<file path="src/rtl/operand_serializer_pkg.sv">
// operand_serializer_pkg: shared defaults, FSM encoding and operand pair layout
package operand_serializer_pkg;
  localparam int WIDTH_DEF = 4;
  localparam int DEPTH_DEF = 2;
  typedef enum logic {IDLE = 1'b0, SHIFT = 1'b1} state_t;
  typedef struct packed {
    logic [WIDTH_DEF-1:0] x;
    logic [WIDTH_DEF-1:0] y;
  } pair_t;
endpackage

</file>
<file path="src/rtl/operand_serializer_fifo.sv">
// operand_fifo: synchronous circular buffer holding operand pairs
module operand_fifo
  import operand_serializer_pkg::*;
#(
  parameter int DEPTH = DEPTH_DEF,
  parameter int DW = 2 * WIDTH_DEF
) (
  input  logic          CLK,
  input  logic          reset_n,
  input  logic          push,
  input  logic          pop,
  input  logic [DW-1:0] din,
  output logic [DW-1:0] dout,
  output logic          full,
  output logic          empty
);
  localparam int AW = $clog2(DEPTH);
  localparam logic [AW:0] FULL_CNT = (AW+1)'(DEPTH);
  logic [DW-1:0] mem_q [DEPTH];
  logic [AW-1:0] wr_q, wr_d, rd_q, rd_d;
  logic [AW:0] cnt_q, cnt_d;
  logic do_push, do_pop;
  assign full  = cnt_q == FULL_CNT;
  assign empty = cnt_q == '0;
  assign dout  = mem_q[rd_q];
  always_comb begin
    do_push = push && !full;
    do_pop = pop && !empty;
    wr_d = do_push ? wr_q + 1'b1 : wr_q;
    rd_d = do_pop ? rd_q + 1'b1 : rd_q;
    cnt_d = (do_push && !do_pop) ? cnt_q + 1'b1 : (!do_push && do_pop) ? cnt_q - 1'b1 : cnt_q;
  end
  always_ff @(posedge CLK or negedge reset_n) begin
    if (!reset_n) begin
      wr_q <= '0;
      rd_q <= '0;
      cnt_q <= '0;
    end else begin
      wr_q <= wr_d;
      rd_q <= rd_d;
      cnt_q <= cnt_d;
    end
  end
  always_ff @(posedge CLK) if (do_push) mem_q[wr_q] <= din;
endmodule

</file>
<file path="src/rtl/operand_serializer.sv">
// operand_serializer: buffers parallel operand pairs and shifts them out LSB-first with framing strobes
module operand_serializer
  import operand_serializer_pkg::*;
#(
  parameter int WIDTH = WIDTH_DEF,
  parameter int DEPTH = DEPTH_DEF
) (
  input  logic             CLK,
  input  logic             reset_n,
  input  logic             in_valid,
  output logic             in_ready,
  input  logic [WIDTH-1:0] in_x,
  input  logic [WIDTH-1:0] in_y,
  input  logic             bit_ready,
  output logic             bit_valid,
  output logic             x_bit,
  output logic             y_bit,
  output logic             first_bit,
  output logic             last_bit,
  output logic             busy
);
  localparam int CW = WIDTH > 1 ? $clog2(WIDTH) : 1;
  localparam logic [CW-1:0] LAST = CW'(WIDTH - 1);
  state_t state_q, state_d;
  logic [CW-1:0] cnt_q, cnt_d;
  logic [WIDTH-1:0] x_sr_q, x_sr_d, y_sr_q, y_sr_d;
  logic [2*WIDTH-1:0] head;
  logic pop, full, empty;
  operand_fifo #(.DEPTH(DEPTH), .DW(2 * WIDTH)) u_fifo (
    .CLK(CLK),
    .reset_n(reset_n),
    .push(in_valid && in_ready),
    .pop(pop),
    .din({in_x, in_y}),
    .dout(head),
    .full(full),
    .empty(empty)
  );
  assign in_ready  = !full;
  assign bit_valid = state_q == SHIFT;
  assign x_bit     = x_sr_q[0];
  assign y_bit     = y_sr_q[0];
  assign first_bit = bit_valid && cnt_q == '0;
  assign last_bit  = bit_valid && cnt_q == LAST;
  assign busy      = bit_valid || !empty;
  always_comb begin
    state_d = state_q;
    cnt_d = cnt_q;
    x_sr_d = x_sr_q;
    y_sr_d = y_sr_q;
    pop = !empty && (state_q == IDLE || (bit_ready && cnt_q == LAST));
    if (pop) begin
      state_d = SHIFT;
      cnt_d = '0;
      {x_sr_d, y_sr_d} = head;
    end else if (state_q == SHIFT && bit_ready) begin
      state_d = cnt_q == LAST ? IDLE : SHIFT;
      cnt_d = cnt_q == LAST ? '0 : cnt_q + 1'b1;
      x_sr_d = cnt_q == LAST ? '0 : x_sr_q >> 1;
      y_sr_d = cnt_q == LAST ? '0 : y_sr_q >> 1;
    end
  end
  always_ff @(posedge CLK or negedge reset_n) begin
    if (!reset_n) begin
      state_q <= IDLE;
      cnt_q <= '0;
      x_sr_q <= '0;
      y_sr_q <= '0;
    end else begin
      state_q <= state_d;
      cnt_q <= cnt_d;
      x_sr_q <= x_sr_d;
      y_sr_q <= y_sr_d;
    end
  end
endmodule

</file>
<file path="config.mk">
export PLATFORM = sky130hd
export DESIGN_NAME = operand_serializer
export DESIGN_NICKNAME = d
export VERILOG_FILES = /design/src/rtl/operand_serializer_pkg.sv /design/src/rtl/operand_serializer_fifo.sv /design/src/rtl/operand_serializer.sv
export SDC_FILE = /design/constraint.sdc
export NUM_CORES = 1
export LEC_CHECK = 0
export CORE_MARGIN = 5
export CORE_UTILIZATION = 55
export DETAILED_ROUTE_END_ITERATION = 12
export GPL_ROUTABILITY_DRIVEN = 1
export GPL_TIMING_DRIVEN = 0
export PLACE_DENSITY_LB_ADDON = 0.2
export REMOVE_ABC_BUFFERS = 1
export SLEW_MARGIN = 40
export SYNTH_ARGS = -nofsm -noshare
export SYNTH_HDL_FRONTEND = slang
export SYNTH_SLANG_ARGS = --single-unit
</file>
<file path="constraint.sdc">
create_clock -name CLK -period 3.3 [get_ports CLK]
set_input_delay 0.66 -clock CLK [delete_from_list [all_inputs] [get_ports CLK]]
set_output_delay 0.66 -clock CLK [all_outputs]
set_load 0.005 [all_outputs]
</file>
==> results.py <==
metrics = {
    "cells_and_area": {
        "num-nets-final": 136,
        "nFillCells": 183,
        "area_growth_pct": 19.1,
        "drive_gt1_share_pct": 12.3,
        "diodes": 0,
        "multi_input_area_um2": 452,
        "seqCellArea_um2": 856,
        "finalNonFillerCells": 152,
    },
    "synth": {
        "avgSynthCellArea_um2": 13.4,
        "synth-edff-count": 16,
        "yosys.area.top_type_share_pct": 35.5,
        "synth_mux_area_share_pct": 6.47,
        "ys_seq_elements": 31,
        "synth_simple_gate_area_share_pct": 11.9,
        "yosysMostFrequentCell": "edfxtp_1",
        "async_reset_ff_share_pct": 48.4,
        "synthFlopType": "edfxtp_1",
        "synth_top_family_by_area": "simple AND/OR/NAND/NOR gates",
        "netlist_area_mm2": 0.00135,
        "synth.area.top_cells": "edfxtp_1 35%, dfrtp_1 28%, mux2_2 5.0%",
        "ys_types": 29,
        "seq_area_frac_synth_pct": 63.2,
        "synth-compound-area-share_pct": 8.96,
        "yosysWarnings": 0,
        "synth-adder-area-share_pct": 2.77,
        "synth_top_area_cell": "edfxtp_1",
        "synth-xor-area-share_pct": 3.23,
        "ys_top_cells_by_count": "16 x edfxtp_1, 15 x dfrtp_1, 7 x a21oi_1",
        "syn-instance-count": 101,
    },
    "power": {
        "power_mw": 1.34,
        "p_leak_nw": 0.628,
        "peakVddDrop_mv": 0.564,
        "power.density_mw_per_mm2": 829,
    },
    "clocking": {
        "cts_htree_levels": 2,
        "cts_tree": "yes",
        "clock_path_buffers": 2,
        "clk_latency_ns": 0.32,
        "cts-root-buf": "clkbuf_4",
        "holdBufCountCts": 0,
        "cts_resized": 0,
        "post_cts_buffers": 0,
        "cts_num_sinks": 31,
        "cts_buffers": 5,
        "clkTransAtPathRegs_ns": 0.09,
    },
    "critical_path": {
        "path_max_fanout": 10,
        "reg2reg_depth": 7,
        "cp.arrival_ns": 1.84,
        "worstPathRequired_ns": 2.64,
        "endpoint_kind": "output pin",
        "start_kind": "register",
        "worstSetupPathType": "register to output pin",
    },
    "floorplanning": {
        "rows": 18,
        "coreArea_mm2": 0.00241,
        "die_h_um": 59.6,
        "die_x_um": 59.6,
        "dieArea_mm2": 0.00355,
        "initial_core_util_pct": 56.2,
        "ios": 19,
    },
    "global_route": {
        "grt_max_degree": 16,
        "first_global_vias": 910,
        "grt_pass1_wl_um": 3960,
        "grt-ovfl-total": 0,
        "track_usage_pct": 15.6,
        "grt_antenna_before_repair": 0,
    },
    "sta": {
        "fmax_ghz": 0.399,
        "whs_ns": 0.503,
        "tightest_slew_ns": 0.723,
        "finalWorstSetupSlack_ns": 0.796,
        "slew_headroom_pct": 51.6,
        "rsz0062_at_grt": "no",
        "finalHoldViolCount": 0,
        "finalSetupViolations": 0,
        "min_period_ns": 2.50,
        "finalMaxSlewViolations": 0,
        "skew_ns": 0.00870,
        "fin_tns_setup_ns": 0,
        "period_share_pct": 75.9,
    },
    "drt": {
        "firstDrtPassIters": 4,
        "drtIter0Drc": 34,
        "wl_um": 2290,
        "wl_per_cell_um": 15.1,
        "vias": 872,
        "drc_errors": 0,
        "vias_per_cell": 5.74,
        "ant_nets": 0,
    },
    "place": {
        "pre_cts_ws_ns": 0.925,
        "dp.cells": 144,
        "gp_congestion": 0.837,
        "dp.final_hpwl_um": 1610,
        "io_buffers": 18,
    },
    "hold_path": {
        "whs_path_depth": 1,
        "hp-class": "register to register",
    },
    "flow_run": {
        "max_cap_violations": 0,
    },
    "outcome": {
        "status": "complete, no violations",
    },
}
-- layout make-up --
cell class | instances | share of cell area (%)
clock inverter | 3 | 2.40
sequential | 31 | 53.1
tap | 30 | 2.33
inverter | 3 | 0.698
clock buffer | 5 | 2.33
multi-input combinational | 62 | 28.0
timing repair buffer | 18 | 11.2
-- placed cells by master, fill, tap and decap left out --
| cell | n |
|---|---|
| a21bo_1 | 1 |
| a21oi_1 | 7 |
| a31o_1 | 1 |
| a31oi_1 | 6 |
| and2_1 | 2 |
| and2_4 | 1 |
| and3_1 | 1 |
| bufinv_16 | 1 |
| clkbuf_4 | 5 |
| clkdlybuf4s50_1 | 18 |
| clkinv_1 | 1 |
| clkinv_2 | 1 |
| dfrtp_1 | 15 |
| edfxtp_1 | 16 |
| ha_1 | 3 |
| inv_1 | 3 |
| mux2_2 | 6 |
| mux2i_1 | 2 |
| nand2_1 | 3 |
| nand2b_1 | 3 |
| nand3_1 | 6 |
| nand3b_1 | 6 |
| nand4b_1 | 1 |
| nor2_1 | 2 |
| o21ai_0 | 1 |
| o21bai_1 | 1 |
| o2bb2ai_1 | 2 |
| or2_2 | 1 |
| or3_1 | 1 |
| xnor2_1 | 3 |
| xor2_1 | 2 |
-- sequential cells by signal, indices dropped and copies added (netlist names) --
register      flops
bit_valid         1
cnt_q             2
u_fifo.cnt_q      2
u_fifo.mem_q     16
u_fifo.rd_q       1
u_fifo.wr_q       1
x_sr_q            4
y_sr_q            4
-- per-layer routing --
| layer | global-route usage (%) | vias to the layer above | wire length (um) |
|---|---|---|---|
| li1 | - | 408 | - |
| met1 | 16.9 | 436 | 1030 |
| met2 | 26.1 | 24 | 1100 |
| met3 | 7.19 | 4 | 142 |
| met4 | 6.96 | 0 | 21 |
| met5 | 0 | - | 0 |
-- worst max-delay path: stages (launching register included) --
cell and delay, ns:
dfrtp_1 0.46, or3_1 0.56, clkdlybuf4s50_1 0.51
-- final timing paths --
kind                                        startpoint                          end  slack, ns
max                        u_fifo.cnt_q[0]$_DFFE_PN0P_                         busy       0.80
min                            u_fifo.wr_q$_DFFE_PN0P_      u_fifo.wr_q$_DFFE_PN0P_       0.50
max reg2reg                       cnt_q[0]$_DFFE_PN0P_  u_fifo.cnt_q[1]$_DFFE_PN0P_       1.39
min reg2reg                    u_fifo.wr_q$_DFFE_PN0P_      u_fifo.wr_q$_DFFE_PN0P_       0.50
max in group asynchronous                      reset_n        x_sr_q[0]$_DFFE_PN0P_       2.13
min in group asynchronous                      reset_n         cnt_q[0]$_DFFE_PN0P_       0.74
-- where the power goes --
group          internal, mW  total, mW  switching (mW)
sequential            0.543      0.635          0.0928
combinational         0.234      0.422           0.188
clock                 0.156      0.279           0.124
-- cells by family (layout without fill, tap and decap cells) --
| group | Yosys count | count (layout) |
|---|---|---|
| adders and majority gates | 3 | 3 |
| AOI/OAI and AO/OA | 19 | 19 |
| muxes | 8 | 8 |
| and+or+nand+nor | 27 | 27 |
| xor gates and xnor gates | 5 | 5 |
| buffers and inverters | 8 | 29 |
| DFF | 31 | 31 |
-- through the flow --
stage / instance area (um^2) / util [%]
2_1_floorplan: 1320 / -
3_3_place_gp: 1540 / 63.8
3_5_place_dp: 1540 / 63.8
4_1_cts: 1610 / 66.9
5_1_grt: 1610 / 66.9
6_report: 1610 / 66.9
(Power assumes the default switching activity.)
